$ cat config.mk
export PLATFORM = sky130hd
export DESIGN_NAME = mem_ctrl_stage
export DESIGN_NICKNAME = d
export VERILOG_FILES = /design/src/rtl/mem_ctrl_stage_pkg.sv /design/src/rtl/mem_ctrl_stage_rd_tracker.sv /design/src/rtl/mem_ctrl_stage.sv
export SDC_FILE = /design/constraint.sdc
export NUM_CORES = 1
export LEC_CHECK = 0
export ABC_AREA = 1
export CAP_MARGIN = 40
export CORE_MARGIN = 10
export CORE_UTILIZATION = 35
export CTS_BUF_LIST = sky130_fd_sc_hd__clkbuf_8
export DETAILED_ROUTE_END_ITERATION = 12
export MAX_ROUTING_LAYER = met4
export PLACE_DENSITY = 0.69
export SETUP_SLACK_MARGIN = 0.5
export SYNTH_ARGS = -nofsm -noshare
export SYNTH_HDL_FRONTEND = slang
export SYNTH_HIERARCHICAL = 1
export SYNTH_SLANG_ARGS = --single-unit
export TNS_END_PERCENT = 100
$ cat constraint.sdc
create_clock -name clk -period 5.7 [get_ports clk]
set_input_delay 0.855 -clock clk [delete_from_list [all_inputs] [get_ports clk]]
set_output_delay 0.855 -clock clk [all_outputs]
set_load 0.02 [all_outputs]
$ cat src/rtl/mem_ctrl_stage_pkg.sv
// mem_ctrl_stage_pkg: shared op codes, bus types, FSM states and access-size helpers
package mem_ctrl_stage_pkg;
  typedef logic [7:0] alu_op_t;
  typedef logic [31:0] reg_t;
  typedef logic [4:0] reg_addr_t;
  localparam alu_op_t EXE_ADD_OP = 8'b00100000;
  localparam alu_op_t EXE_LB_OP = 8'b11100000;
  localparam alu_op_t EXE_LH_OP = 8'b11100001;
  localparam alu_op_t EXE_LW_OP = 8'b11100011;
  localparam alu_op_t EXE_LBU_OP = 8'b11100100;
  localparam alu_op_t EXE_LHU_OP = 8'b11100101;
  localparam alu_op_t EXE_SB_OP = 8'b11101000;
  localparam alu_op_t EXE_SH_OP = 8'b11101001;
  localparam alu_op_t EXE_SW_OP = 8'b11101011;
  typedef enum logic [1:0] {MEM_ST_IDLE, MEM_ST_REQ, MEM_ST_XFER, MEM_ST_DONE} mem_st_e;
  localparam logic [2:0] MEM_BYTE = 3'd1;
  localparam logic [2:0] MEM_HALF = 3'd2;
  localparam logic [2:0] MEM_WORD = 3'd4;
  function automatic logic is_load(alu_op_t op);
    return op inside {EXE_LB_OP, EXE_LH_OP, EXE_LW_OP, EXE_LBU_OP, EXE_LHU_OP};
  endfunction
  function automatic logic is_store(alu_op_t op);
    return op inside {EXE_SB_OP, EXE_SH_OP, EXE_SW_OP};
  endfunction
  function automatic logic is_mem(alu_op_t op);
    return is_load(op) || is_store(op);
  endfunction
  function automatic logic [2:0] mem_nbytes(alu_op_t op);
    return op inside {EXE_LB_OP, EXE_LBU_OP, EXE_SB_OP} ? MEM_BYTE :
           op inside {EXE_LH_OP, EXE_LHU_OP, EXE_SH_OP} ? MEM_HALF :
           op inside {EXE_LW_OP, EXE_SW_OP} ? MEM_WORD : 3'd0;
  endfunction
endpackage

$ cat src/rtl/mem_ctrl_stage_rd_tracker.sv
// mem_rd_tracker: MEM_LAT-deep {valid, byte index} line marking returning read bytes
module mem_rd_tracker #(
  parameter int MEM_LAT = 1
) (
  input  logic       clk,
  input  logic       rst,
  input  logic       issue,
  input  logic [1:0] idx,
  output logic       cap,
  output logic [1:0] cap_idx
);
  logic [MEM_LAT-1:0] v;
  logic [1:0] ix [MEM_LAT];
  always_ff @(posedge clk) begin
    if (rst) begin
      v <= '0;
      for (int i = 0; i < MEM_LAT; i++) ix[i] <= 2'd0;
    end else begin
      v[0] <= issue;
      ix[0] <= idx;
      for (int i = 1; i < MEM_LAT; i++) begin
        v[i] <= v[i-1];
        ix[i] <= ix[i-1];
      end
    end
  end
  assign cap = v[MEM_LAT-1];
  assign cap_idx = ix[MEM_LAT-1];
endmodule

$ cat src/rtl/mem_ctrl_stage.sv
// mem_ctrl_stage: byte-serial multi-cycle load/store stage with registered write-back
module mem_ctrl_stage
  import mem_ctrl_stage_pkg::*;
#(
  parameter int ADDR_W = 32,
  parameter int MEM_LAT = 1
) (
  input  logic              clk,
  input  logic              rst,
  input  logic              valid_i,
  input  alu_op_t           aluop_i,
  input  reg_addr_t         rd_i,
  input  logic              wreg_i,
  input  reg_t              wdata_i,
  input  reg_t              mem_addr_i,
  input  reg_t              mem_reg2_i,
  output logic              mem_req_o,
  input  logic              mem_gnt_i,
  output logic [ADDR_W-1:0] mem_a_o,
  output logic              mem_wr_o,
  output logic [7:0]        mem_dout_o,
  input  logic [7:0]        mem_din_i,
  output logic              stall_req_o,
  output logic              wb_valid_o,
  output reg_addr_t         rd_o,
  output logic              wreg_o,
  output reg_t              wdata_o
);
  mem_st_e st;
  alu_op_t op;
  logic [ADDR_W-1:0] base;
  reg_t rs2, res, full, ext;
  reg_addr_t rd;
  logic wreg, ld, issuing, cap, last;
  logic [2:0] n, k, got;
  logic [1:0] cap_idx;
  mem_rd_tracker #(.MEM_LAT(MEM_LAT)) u_trk (
    .clk(clk), .rst(rst), .issue(issuing && ld), .idx(k[1:0]), .cap(cap), .cap_idx(cap_idx)
  );
  // full folds in the byte arriving this cycle so the last capture can retire immediately
  always_comb begin
    n = mem_nbytes(op);
    ld = is_load(op);
    issuing = st == MEM_ST_XFER && k < n;
    full = res;
    if (cap) full[{cap_idx, 3'b000} +: 8] = mem_din_i;
    ext = op == EXE_LB_OP ? {{24{full[7]}}, full[7:0]} :
          op == EXE_LBU_OP ? {24'd0, full[7:0]} :
          op == EXE_LH_OP ? {{16{full[15]}}, full[15:0]} :
          op == EXE_LHU_OP ? {16'd0, full[15:0]} : full;
    last = ld ? cap && got == n - 3'd1 : issuing && k == n - 3'd1;
  end
  assign mem_req_o = st == MEM_ST_REQ || st == MEM_ST_XFER;
  assign mem_wr_o = issuing && !ld;
  assign mem_a_o = st == MEM_ST_XFER ? base + ADDR_W'(issuing ? k : k - 3'd1) : base;
  assign mem_dout_o = mem_wr_o ? rs2[{k[1:0], 3'b000} +: 8] : 8'h00;
  assign stall_req_o = mem_req_o || (st == MEM_ST_IDLE && valid_i && is_mem(aluop_i));
  always_ff @(posedge clk) begin
    if (rst) begin
      st <= MEM_ST_IDLE;
      op <= '0;
      base <= '0;
      rs2 <= '0;
      res <= '0;
      rd <= '0;
      wreg <= 1'b0;
      k <= '0;
      got <= '0;
      wb_valid_o <= 1'b0;
      rd_o <= '0;
      wreg_o <= 1'b0;
      wdata_o <= '0;
    end else begin
      wb_valid_o <= 1'b0;
      case (st)
        MEM_ST_IDLE:
          if (valid_i && is_mem(aluop_i)) begin
            op <= aluop_i;
            base <= mem_addr_i[ADDR_W-1:0];
            rs2 <= mem_reg2_i;
            rd <= rd_i;
            wreg <= wreg_i;
            res <= '0;
            k <= '0;
            got <= '0;
            st <= MEM_ST_REQ;
          end else if (valid_i) begin
            wb_valid_o <= 1'b1;
            rd_o <= rd_i;
            wreg_o <= wreg_i;
            wdata_o <= wdata_i;
          end
        MEM_ST_REQ: st <= mem_gnt_i ? MEM_ST_XFER : MEM_ST_REQ;
        MEM_ST_XFER: begin
          res <= full;
          k <= issuing ? k + 3'd1 : k;
          got <= cap ? got + 3'd1 : got;
          if (last) begin
            st <= MEM_ST_DONE;
            wb_valid_o <= 1'b1;
            rd_o <= rd;
            wreg_o <= wreg && ld;
            wdata_o <= ext;
          end
        end
        MEM_ST_DONE: st <= MEM_ST_IDLE;
      endcase
    end
  end
endmodule
==> flow_metrics.env <==
export IMPL_status="finished clean"
export IMPL_io_buffers=203
export IMPL_tightest_slew_ns=0.859
export IMPL_setup_ws_ns=0.687
export IMPL_vias=10496
export IMPL_clk_transition_reported_paths_ns=0.10
export IMPL_cts_root_buf="clkbuf_8"
export IMPL_post_dp_cell_area_um2=12200
export IMPL_syn_avg_cell_area_um2=6.54
export IMPL_total_power_mw=2.52
export IMPL_initial_core_util_pct=35.6
export IMPL_place_ws_ns=0.462
export IMPL_dp_cells=2040
export IMPL_synth_seq_cells=160
export IMPL_critPathRequiredTime_ns=4.85
export IMPL_critical_path_startpoint_type="flop"
export IMPL_rsz0062_at_grt="yes"
export IMPL_final_common_cell="nor2_1"
export IMPL_final_cell_mix="nor2_1, nand2_1, o21ai_0"
export IMPL_antenna_found_initial=0
export IMPL_tritoncts="yes"
export IMPL_final_cells=2084
export IMPL_ys_warn_count=6
export IMPL_rows=61
export IMPL_nets=1862
export IMPL_fin_skew_ns=0.0170
export IMPL_clockBufferDepth=2
export IMPL_clk_latency_ns=0.47
export IMPL_cts_buffers=17
export IMPL_ys_types=54
export IMPL_p_per_area_nw_per_um2=195
export IMPL_gp_congestion=0.942
export IMPL_wire_per_inst_um=15.8
export IMPL_h_tree_depth=4
export IMPL_setup_viol=0
export IMPL_cts_hold_buf=0
export IMPL_core_area_um2=27900
export IMPL_min_from="op[4]"
export IMPL_yosysTopAreaCell="dfxtp_1"
export IMPL_fin_setup_tns_ns=0
export IMPL_cp_end_kind="output port"
export IMPL_viasPerCell=5.04
export IMPL_synth_main_ff_cell="dfxtp_1"
export IMPL_fmax_mhz=199
export IMPL_grt_pass1_wl_um=51300
export IMPL_netlist_area_leader_share_pct=32.2
export IMPL_area_delta_synth_final_pct=30.1
export IMPL_drc=0
export IMPL_ant_nets=0
export IMPL_die_h_um=189
export IMPL_grt_overflow=0
export IMPL_dieArea_um2=35600
export IMPL_place_hpwl_um=23600
export IMPL_drtIter0Drc=734
export IMPL_gr_usage_all_layers_pct=17.9
export IMPL_antennaDiodeCount=0
export IMPL_hold_ws_ns=0.452
export IMPL_cp_max_fo=5
export IMPL_drv_cap=0
export IMPL_stdcell_area_um2=12900
export IMPL_fill_cells=2894
export IMPL_hp_class="flop to flop"
export IMPL_grt_start_max_net_pins=79
export IMPL_crit_type="flop to output port"
export IMPL_synth_fp_nets=1689
export IMPL_wl_um=33000
export IMPL_firstDrtPassIters=5
export IMPL_synth_async_reset_ratio_pct=0
export IMPL_pin_count=204
export IMPL_finalCritPeriodShare_pct=88.0
export IMPL_netlist_top_cells_area="dfxtp_1, nor2_1, nand2_1"
export IMPL_grt_pass1_vias=9921
export IMPL_drive_gt1_share_pct=11.7
export IMPL_p_leak_nw=5.89
export IMPL_synth_enable_flop_cells=0
export IMPL_timing_rr_start="op[2]"
export IMPL_min_period_ns=5.01
export IMPL_fp_dieW_um=189
export IMPL_cp_data_arrival_time_ns=4.16
export IMPL_slew_viol_final=0
export IMPL_cts_sinks=160
export IMPL_hold_viol_final=0
export IMPL_ys_seq_area_share_pct=32.2
export IMPL_synthesis_area_um2=9950
export IMPL_crit_start="op[2]"
export IMPL_peakVddDrop_v=0.000104
export IMPL_maxSlewHeadroom_pct=42.8
export IMPL_syn_inst=1520
export IMPL_final_util_pct=46.3
[cell type report]
class                           instances  area, µm²  area share [%]
Clock buffer                           17        234            1.81
Multi-Input combinational cell       1177       6270            48.4
Timing Repair Buffer                  228       2200            17.0
Tap cell                              378        473            3.66
Inverter                              109        415            3.21
Sequential cell                       160       3200            24.8
Clock inverter                         15        143            1.10
[flip-flops by register name, summed over array words and instances (netlist names), named ones only]
signal      cells
rs2            32
u_trk/ix        2
rd              5
st              1
res            32
op              8
base           32
k               3
wb_valid_o      1
got             3
rd_o            5
wdata_o        32
wreg            1
wreg_o          1
u_trk/cap       1
[worst paths after layout]
check	endpoint	slack [ns]	cells after the start
hold / removal	op[4]	0.45	2
setup reg to reg	wdata_o[15]	2.69	20
setup / recovery	mem_a_o[27]	0.69	25
hold reg to reg	op[4]	0.45	2
[where the power goes]
group          internal [mW]  switching (mW)  total, mW  leakage [nW]
clock network          0.326           0.518      0.844         0.195
logic                  0.234           0.267      0.501          4.40
registers               1.16          0.0207       1.18          1.30
[layer usage]
metal  part of all wire [%]  global-route usage (%)  vias to the layer above
li1                       -                       -                     5340
met1                     48                    23.5                     4787
met2                     44                    27.1                      331
met3                    6.2                    3.90                       38
met4                    1.7                    5.10                        0
met5                      0                       -                        -
[cell families (layout without fill, tap and decap cells)]
group                      after synthesis  after routing  synth area share, %
and+or+nand+nor                        725            725                 30.6
AOI/OAI and AO/OA                      379            379                 21.1
buffers and inverters                  183            369                 7.80
DFF                                    160            160                 32.2
adders and majority gates               47             47                 5.99
xor gates and xnor gates                21             21                 1.85
muxes                                    5              5                0.503
[Yosys cell counts, drive strengths merged (3+ instances only)]
cell type  count
mux2i          5
o211a          5
a31oi         12
nand2        317
nand3b         4
buf           28
dfxtp        160
nand4         11
nor3           9
o21bai         6
a211oi        12
xor2           9
o211ai        11
a21o           5
inv          107
o22ai          4
nor2         341
o31ai          4
o21a           3
a21oi         82
clkbuf        46
o21ai        226
a32oi          4
or2            4
xnor2         12
nand3         35
ha            46
[critical path, cell delays in order (launching register included)]
cell	delay [ns]
dfxtp_1	0.35
inv_2	0.11
nand2_1	0.08
nor2_1	0.12
nand2_2	0.08
ha_1	0.29
a21oi_1	0.15
nand2_1	0.12
nor2_4	0.13
inv_1	0.08
nand2_1	0.08
xor2_1	0.16
inv_1	0.06
ha_1	0.37
nand2_1	0.12
nor3_2	0.22
nor2_2	0.08
buf_4	0.16
o21ai_2	0.18
nand2_1	0.08
nand2_1	0.13
nand2_1	0.11
nand2_1	0.07
nand2_1	0.05
a31oi_1	0.14
buf_4	0.17
[what timing repair did]
item / 4_1_cts / 5_1_grt
pin swaps: 4 / 5
buffers inserted: 6 / 5
endpoints found under the setup margin: 26 / 29
gates resized for setup: 62 / 98
cloned: 0 / 1
Power figures use the tool's default switching activity.
